`src/rtl/grid_pkg.sv`:
```
// Shared constants and types for the grid write path: board geometry, the empty
// color code, the arbiter state and the grant-source encoding.
package grid_pkg;

  localparam int GRID_COLS       = 10;
  localparam int GRID_ROWS       = 20;
  localparam int NUM_SQUARES_DEF = GRID_COLS * GRID_ROWS;
  localparam int ADDR_W_DEF      = 9;
  localparam int COLOR_W_DEF     = 4;
  localparam int COLOR_EMPTY     = 0;

  typedef enum logic {
    ARB,
    CLEAR
  } arb_state_t;

  typedef enum logic {
    PIECE,
    SHIFT
  } grant_src_t;

endpackage

```
`src/rtl/rr_arbiter2.sv`:
```
// Two-input round-robin grant. Input a maps to PIECE and input b to SHIFT in last_grant.
// force_off suppresses both grants and leaves the fairness history untouched.
module rr_arbiter2
  import grid_pkg::*;
(
  input  logic clk_in,
  input  logic rst_in,
  input  logic req_a,
  input  logic req_b,
  input  logic force_off,
  output logic grant_a,
  output logic grant_b
);

  grant_src_t last_grant;

  // NOTE: every output of a combinational block gets a default first, so no path
  // through the if/else can leave a value held over and infer a latch.
  always_comb begin
    grant_a = 1'b0;
    grant_b = 1'b0;
    if (!force_off) begin
      if (req_a && (!req_b || last_grant == SHIFT)) grant_a = 1'b1;
      else if (req_b)                               grant_b = 1'b1;
    end
  end

  // A grant is only ever given to a valid requester, so every grant is a transfer.
  // NOTE: clocked state uses non-blocking assignments so every register samples
  // values from before the edge, independent of the order of the statements.
  always_ff @(posedge clk_in) begin
    if (rst_in)       last_grant <= SHIFT;
    else if (grant_a) last_grant <= PIECE;
    else if (grant_b) last_grant <= SHIFT;
  end

endmodule

```
`src/rtl/grid_write_arbiter.sv`:
```
// Shares the grid RAM write port between the piece engine, the shift engine and a
// board-clear sweep that has absolute priority. Optional macro GRID_WRITE_GUARD_EN
// drops out-of-range external writes and raises a sticky addr_error.
module grid_write_arbiter
  import grid_pkg::*;
#(
  parameter int NUM_SQUARES = NUM_SQUARES_DEF,
  parameter int ADDR_W      = ADDR_W_DEF,
  parameter int COLOR_W     = COLOR_W_DEF
) (
  input  logic               clk_in,
  input  logic               rst_in,
  input  logic               piece_valid,
  input  logic [ADDR_W-1:0]  piece_addr,
  input  logic [COLOR_W-1:0] piece_color,
  output logic               piece_ready,
  input  logic               shift_valid,
  input  logic [ADDR_W-1:0]  shift_addr,
  input  logic [COLOR_W-1:0] shift_color,
  output logic               shift_ready,
  input  logic               clear_start,
  output logic               clear_busy,
  output logic               clear_done,
`ifdef GRID_WRITE_GUARD_EN
  output logic               addr_error,
`endif
  output logic               write_enable,
  output logic [ADDR_W-1:0]  square_write_addr,
  output logic [COLOR_W-1:0] write_color
);

  if (NUM_SQUARES > (1 << ADDR_W)) begin : g_addr_w_check
    $error("grid_write_arbiter: NUM_SQUARES does not fit in ADDR_W bits");
  end

  localparam logic [ADDR_W-1:0] LAST_ADDR = ADDR_W'(NUM_SQUARES - 1);

  arb_state_t         state, state_next;
  logic [ADDR_W-1:0]  sweep_cnt;
  logic               sweep_last;
  logic               force_off;
  logic               piece_grant, shift_grant;
  logic               xfer;
  logic               addr_ok;
  logic [ADDR_W-1:0]  sel_addr;
  logic [COLOR_W-1:0] sel_color;

  assign sweep_last = (sweep_cnt == LAST_ADDR);

  // State register
  always_ff @(posedge clk_in) begin
    if (rst_in) state <= ARB;
    else        state <= state_next;
  end

  // Next-state logic; clear_start inside a sweep is deliberately not queued.
  always_comb begin
    state_next = state;
    case (state)
      ARB:     if (clear_start) state_next = CLEAR;
      CLEAR:   if (sweep_last)  state_next = ARB;
      default: state_next = ARB;
    endcase
  end

  // Output logic: the requesters are shut out during reset, the sweep, and the
  // cycle clear_start is seen, so the sweep never collides with a transfer.
  always_comb begin
    force_off  = rst_in || (state == CLEAR) || clear_start;
    clear_busy = (state == CLEAR);
  end

  rr_arbiter2 u_rr (
    .clk_in    (clk_in),
    .rst_in    (rst_in),
    .req_a     (piece_valid),
    .req_b     (shift_valid),
    .force_off (force_off),
    .grant_a   (piece_grant),
    .grant_b   (shift_grant)
  );

  assign piece_ready = piece_grant;
  assign shift_ready = shift_grant;
  assign xfer        = piece_grant | shift_grant;
  assign sel_addr    = piece_grant ? piece_addr  : shift_addr;
  assign sel_color   = piece_grant ? piece_color : shift_color;

`ifdef GRID_WRITE_GUARD_EN
  assign addr_ok = (int'(sel_addr) < NUM_SQUARES);

  always_ff @(posedge clk_in) begin
    if (rst_in)              addr_error <= 1'b0;
    else if (xfer && !addr_ok) addr_error <= 1'b1;
  end
`else
  assign addr_ok = 1'b1;
`endif

  // The counter parks at zero outside a sweep, so every sweep starts from square 0.
  always_ff @(posedge clk_in) begin
    if (rst_in || state == ARB) sweep_cnt <= '0;
    else                        sweep_cnt <= sweep_cnt + 1'b1;
  end

  // Registered write port: one cycle behind the transfer or sweep step it reflects.
  always_ff @(posedge clk_in) begin
    if (rst_in) begin
      write_enable      <= 1'b0;
      square_write_addr <= '0;
      write_color       <= '0;
      clear_done        <= 1'b0;
    end else begin
      clear_done <= (state == CLEAR) && sweep_last;
      if (state == CLEAR) begin
        write_enable      <= 1'b1;
        square_write_addr <= sweep_cnt;
        write_color       <= COLOR_W'(COLOR_EMPTY);
      end else if (xfer) begin
        write_enable      <= addr_ok;
        square_write_addr <= sel_addr;
        write_color       <= sel_color;
      end else begin
        write_enable      <= 1'b0;
      end
    end
  end

endmodule

```
`config.mk`:
```
export PLATFORM = sky130hd
export DESIGN_NAME = grid_write_arbiter
export DESIGN_NICKNAME = d
export VERILOG_FILES = /design/src/rtl/grid_pkg.sv /design/src/rtl/rr_arbiter2.sv /design/src/rtl/grid_write_arbiter.sv
export SDC_FILE = /design/constraint.sdc
export NUM_CORES = 1
export LEC_CHECK = 0
export CORE_MARGIN = 3
export CORE_UTILIZATION = 46
export DETAILED_ROUTE_END_ITERATION = 8
export PLACE_DENSITY = 0.87
export RECOVER_POWER = 50
export SLEW_MARGIN = 20
export SYNTH_ARGS = -nofsm -noshare
export SYNTH_HDL_FRONTEND = slang
export SYNTH_HIERARCHICAL = 1
export SYNTH_SLANG_ARGS = --single-unit
```
`constraint.sdc`:
```
create_clock -name clk_in -period 3.7 [get_ports clk_in]
set_input_delay 0.74 -clock clk_in [delete_from_list [all_inputs] [get_ports clk_in]]
set_output_delay 0.74 -clock clk_in [all_outputs]
set_load 0.01 [all_outputs]
```
==> metrics <==
fmax=approximately 320 MHz; area grow syn2layout=43.3%; Synth Net Count=roughly 180; critical path's slowest cell=clkdlybuf4s50_1; Root Driver=clkbuf_4; ys flop type=dfxtp_1; via count=1228; H-tree levels=1; Fillers=207; Synth area leaders=dfxtp_1 42%, a21oi_1 7.7%, o21ai_0 5.7%, a22o_1 4.2%, nand2_1 3.9%; peak supply drop=around 300 µV; R2R Setup Slk=~1.6 ns; Synth Instances=149; GRT overflow=0; post-cts resize count=0; vias in the first global route=around 1.2k; min cycle time layout=between 3 and 4 ns; P per Cell Area=310 nW/µm²; CTS buffer count=3; Synthesis Warnings=6; RePlAce Congestion=roughly 0.76; CTS tree=built; hold buffer count at CTS=0; Worst-path clk slew=0.13 ns; Clock Skews=about 0.0019 ns; post-synthesis cell area=roughly 1200 µm²; post-layout net count=230; crit path max fanout=3; Power, Total=~0.00055 W; Placement Setup Slack=around 0.54 ns; area leader, netlist=dfxtp_1; die footprint=approximately 3400 µm²; core area=2520 µm²; antenna violations before repair=0; Critical Path Sink Type=output port; FFs w/ async S/R, synth=0%; max-cap violations=0; gr usage total=roughly a fifth; worst slew pin tran=around 1.0 ns; Post-Route WL=between 3000 and 4000 µm; Post-synth EDFFs=0; ANT cells=0; buffer count from post-CTS setup fixing=0; DRT iter0 DRCs=67; TNS Setup=0 ns; CP required=slightly below 3 ns; 1st-pass router iterations=4; Worst setup SP type=input pin; Die Y=about 58 µm; endpoints failing hold=0; Initial Utilization=about half; area of the multi-input gates=approximately 640 µm²; Pleak=between 0.6 and 0.7 nW; vias per cell=between 5 and 6; critical path data arrival time=~2.4 ns; status=completed; crit-path max cell delay=0.57 ns; Seq. cell area=520 µm²; final setup margin=about 0.54 ns; sequential area share after synthesis=a little over two fifths; post-synth top area share=~42%; maximum clock path buffer count=2; first-pass GRT wire length=approximately 5100 µm; RSZ-0062 raised after global routing=no; syn_area_per_cell=between 8 and 9 µm²; delay-heaviest family, CP=buffers and inverters; worst-skew pair later-pin latency=~0.32 ns; WL per Instance=13.8 µm; Layout Utilization=~70%; Worst Hold Class=register to register; Final period util=between 80% and 90%; max-slew violations=0; most frequent CP cell=clkdlybuf4s50_1; most common cell after layout, fill and taps aside=clkdlybuf4s50_1; Yosys reg bits=26; layout cell share with drive strength beyond 1=5.08%; Cell variety after synth=30; worst path bufs/invs=2; DIE WIDTH=~58 µm; Setup violations, final=0; DRC errors left=0; largest net degree at the start of global routing=28; start-to-end type of the worst setup path=input pin to output port; antenna viol nets, final=0; Final HPWL DP=between 2000 and 2500 µm; worst-path cell chain=clkdlybuf4s50_1 > or3_1 > nand2b_1 > a21oi_1 > clkdlybuf4s50_1; commonest cells after routing, fill and taps aside=38 x clkdlybuf4s50_1, 26 x dfxtp_1, 18 x a21oi_1, 14 x o21ai_0, 13 x nand2_1; Port-buffer cells=between 40 and 50; Slew HR=a little under a third; Row Count=18; I/O pin cnt=49; Clock Sinks=26
-- state kept, by name, summed over array words and instances (netlist names) --
name,count
clear_busy,1
clear_done,1
square_write_addr,9
sweep_cnt,9
u_rr/last_grant,1
write_color,4
write_enable,1
-- power breakdown --
group / total (W) / switching [W] / internal (W)
combinational: 0.000110 / 0.0000445 / 0.0000655
sequential: 0.000300 / 0.00000719 / 0.000293
clock: 0.000140 / 0.0000803 / 0.0000602
-- synthesized netlist by cell type, types with 3 or more instances --
cell type	n
nor2b_1	5
clkbuf_1	5
a21oi_1	19
mux2i_1	4
nand3_1	5
a22o_1	6
o21ai_0	14
and2_1	4
or3_1	5
inv_1	10
buf_2	3
nand2_1	13
dfxtp_1	26
nand2b_1	3
nor2_1	8
-- cell type report --
class,instances,share of cell area [%]
clock buffer,4,2.04
sequential,26,29.3
timing repair buffer,52,28.5
inverter,10,2.11
tap,30,2.11
multi-input combinational,105,35.9
-- routing by layer --
layer / global-route usage [%] / routed length, µm / vias to the layer above
met1: 24.4 / 1320 / 560
met4: 5.96 / 54 / 0
met5: 0 / 0 / -
met3: 2.90 / 173 / 9
li1: - / - / 616
met2: 32.7 / 1590 / 43
-- final timing paths --
check / end / startpoint / cells past startpoint
hold reg to reg: square_write_addr[7] / square_write_addr[7] / 2
setup reg to reg: clear_done / clear_busy / 4
setup / recovery: shift_ready / rst_in / 5
hold / removal: square_write_addr[7] / square_write_addr[7] / 2
-- worst register-to-register path, stage by stage, from the launching register on --
cell and delay (ns):
dfxtp_1 0.35, clkbuf_1 0.78, or4b_1 0.51, nor4_1 0.27
nor2b_1 0.17
-- logic make-up (layout without fill, tap and decap cells) --
kind of cell	after synthesis	count (layout)	share of synthesized area [%]
buf+inv	18	66	5.76
fa+ha+maj	1	1	1.01
flops	26	26	42.0
xor+xnor	3	3	2.12
compound gates	45	45	21.6
simple gates	52	52	24.2
mux	4	4	3.23
-- per-stage QoR --
stage	cells	hold slack (ns)	instance area, µm²
finish	227	0.468	1780
global route	227	0.507	1780
CTS	227	0.471	1790
detailed placement	223	0.449	1760
global placement	223	0.436	1760
floorplan	149	0.452	1240
No activity file was read; power rests on OpenSTA's default activity.
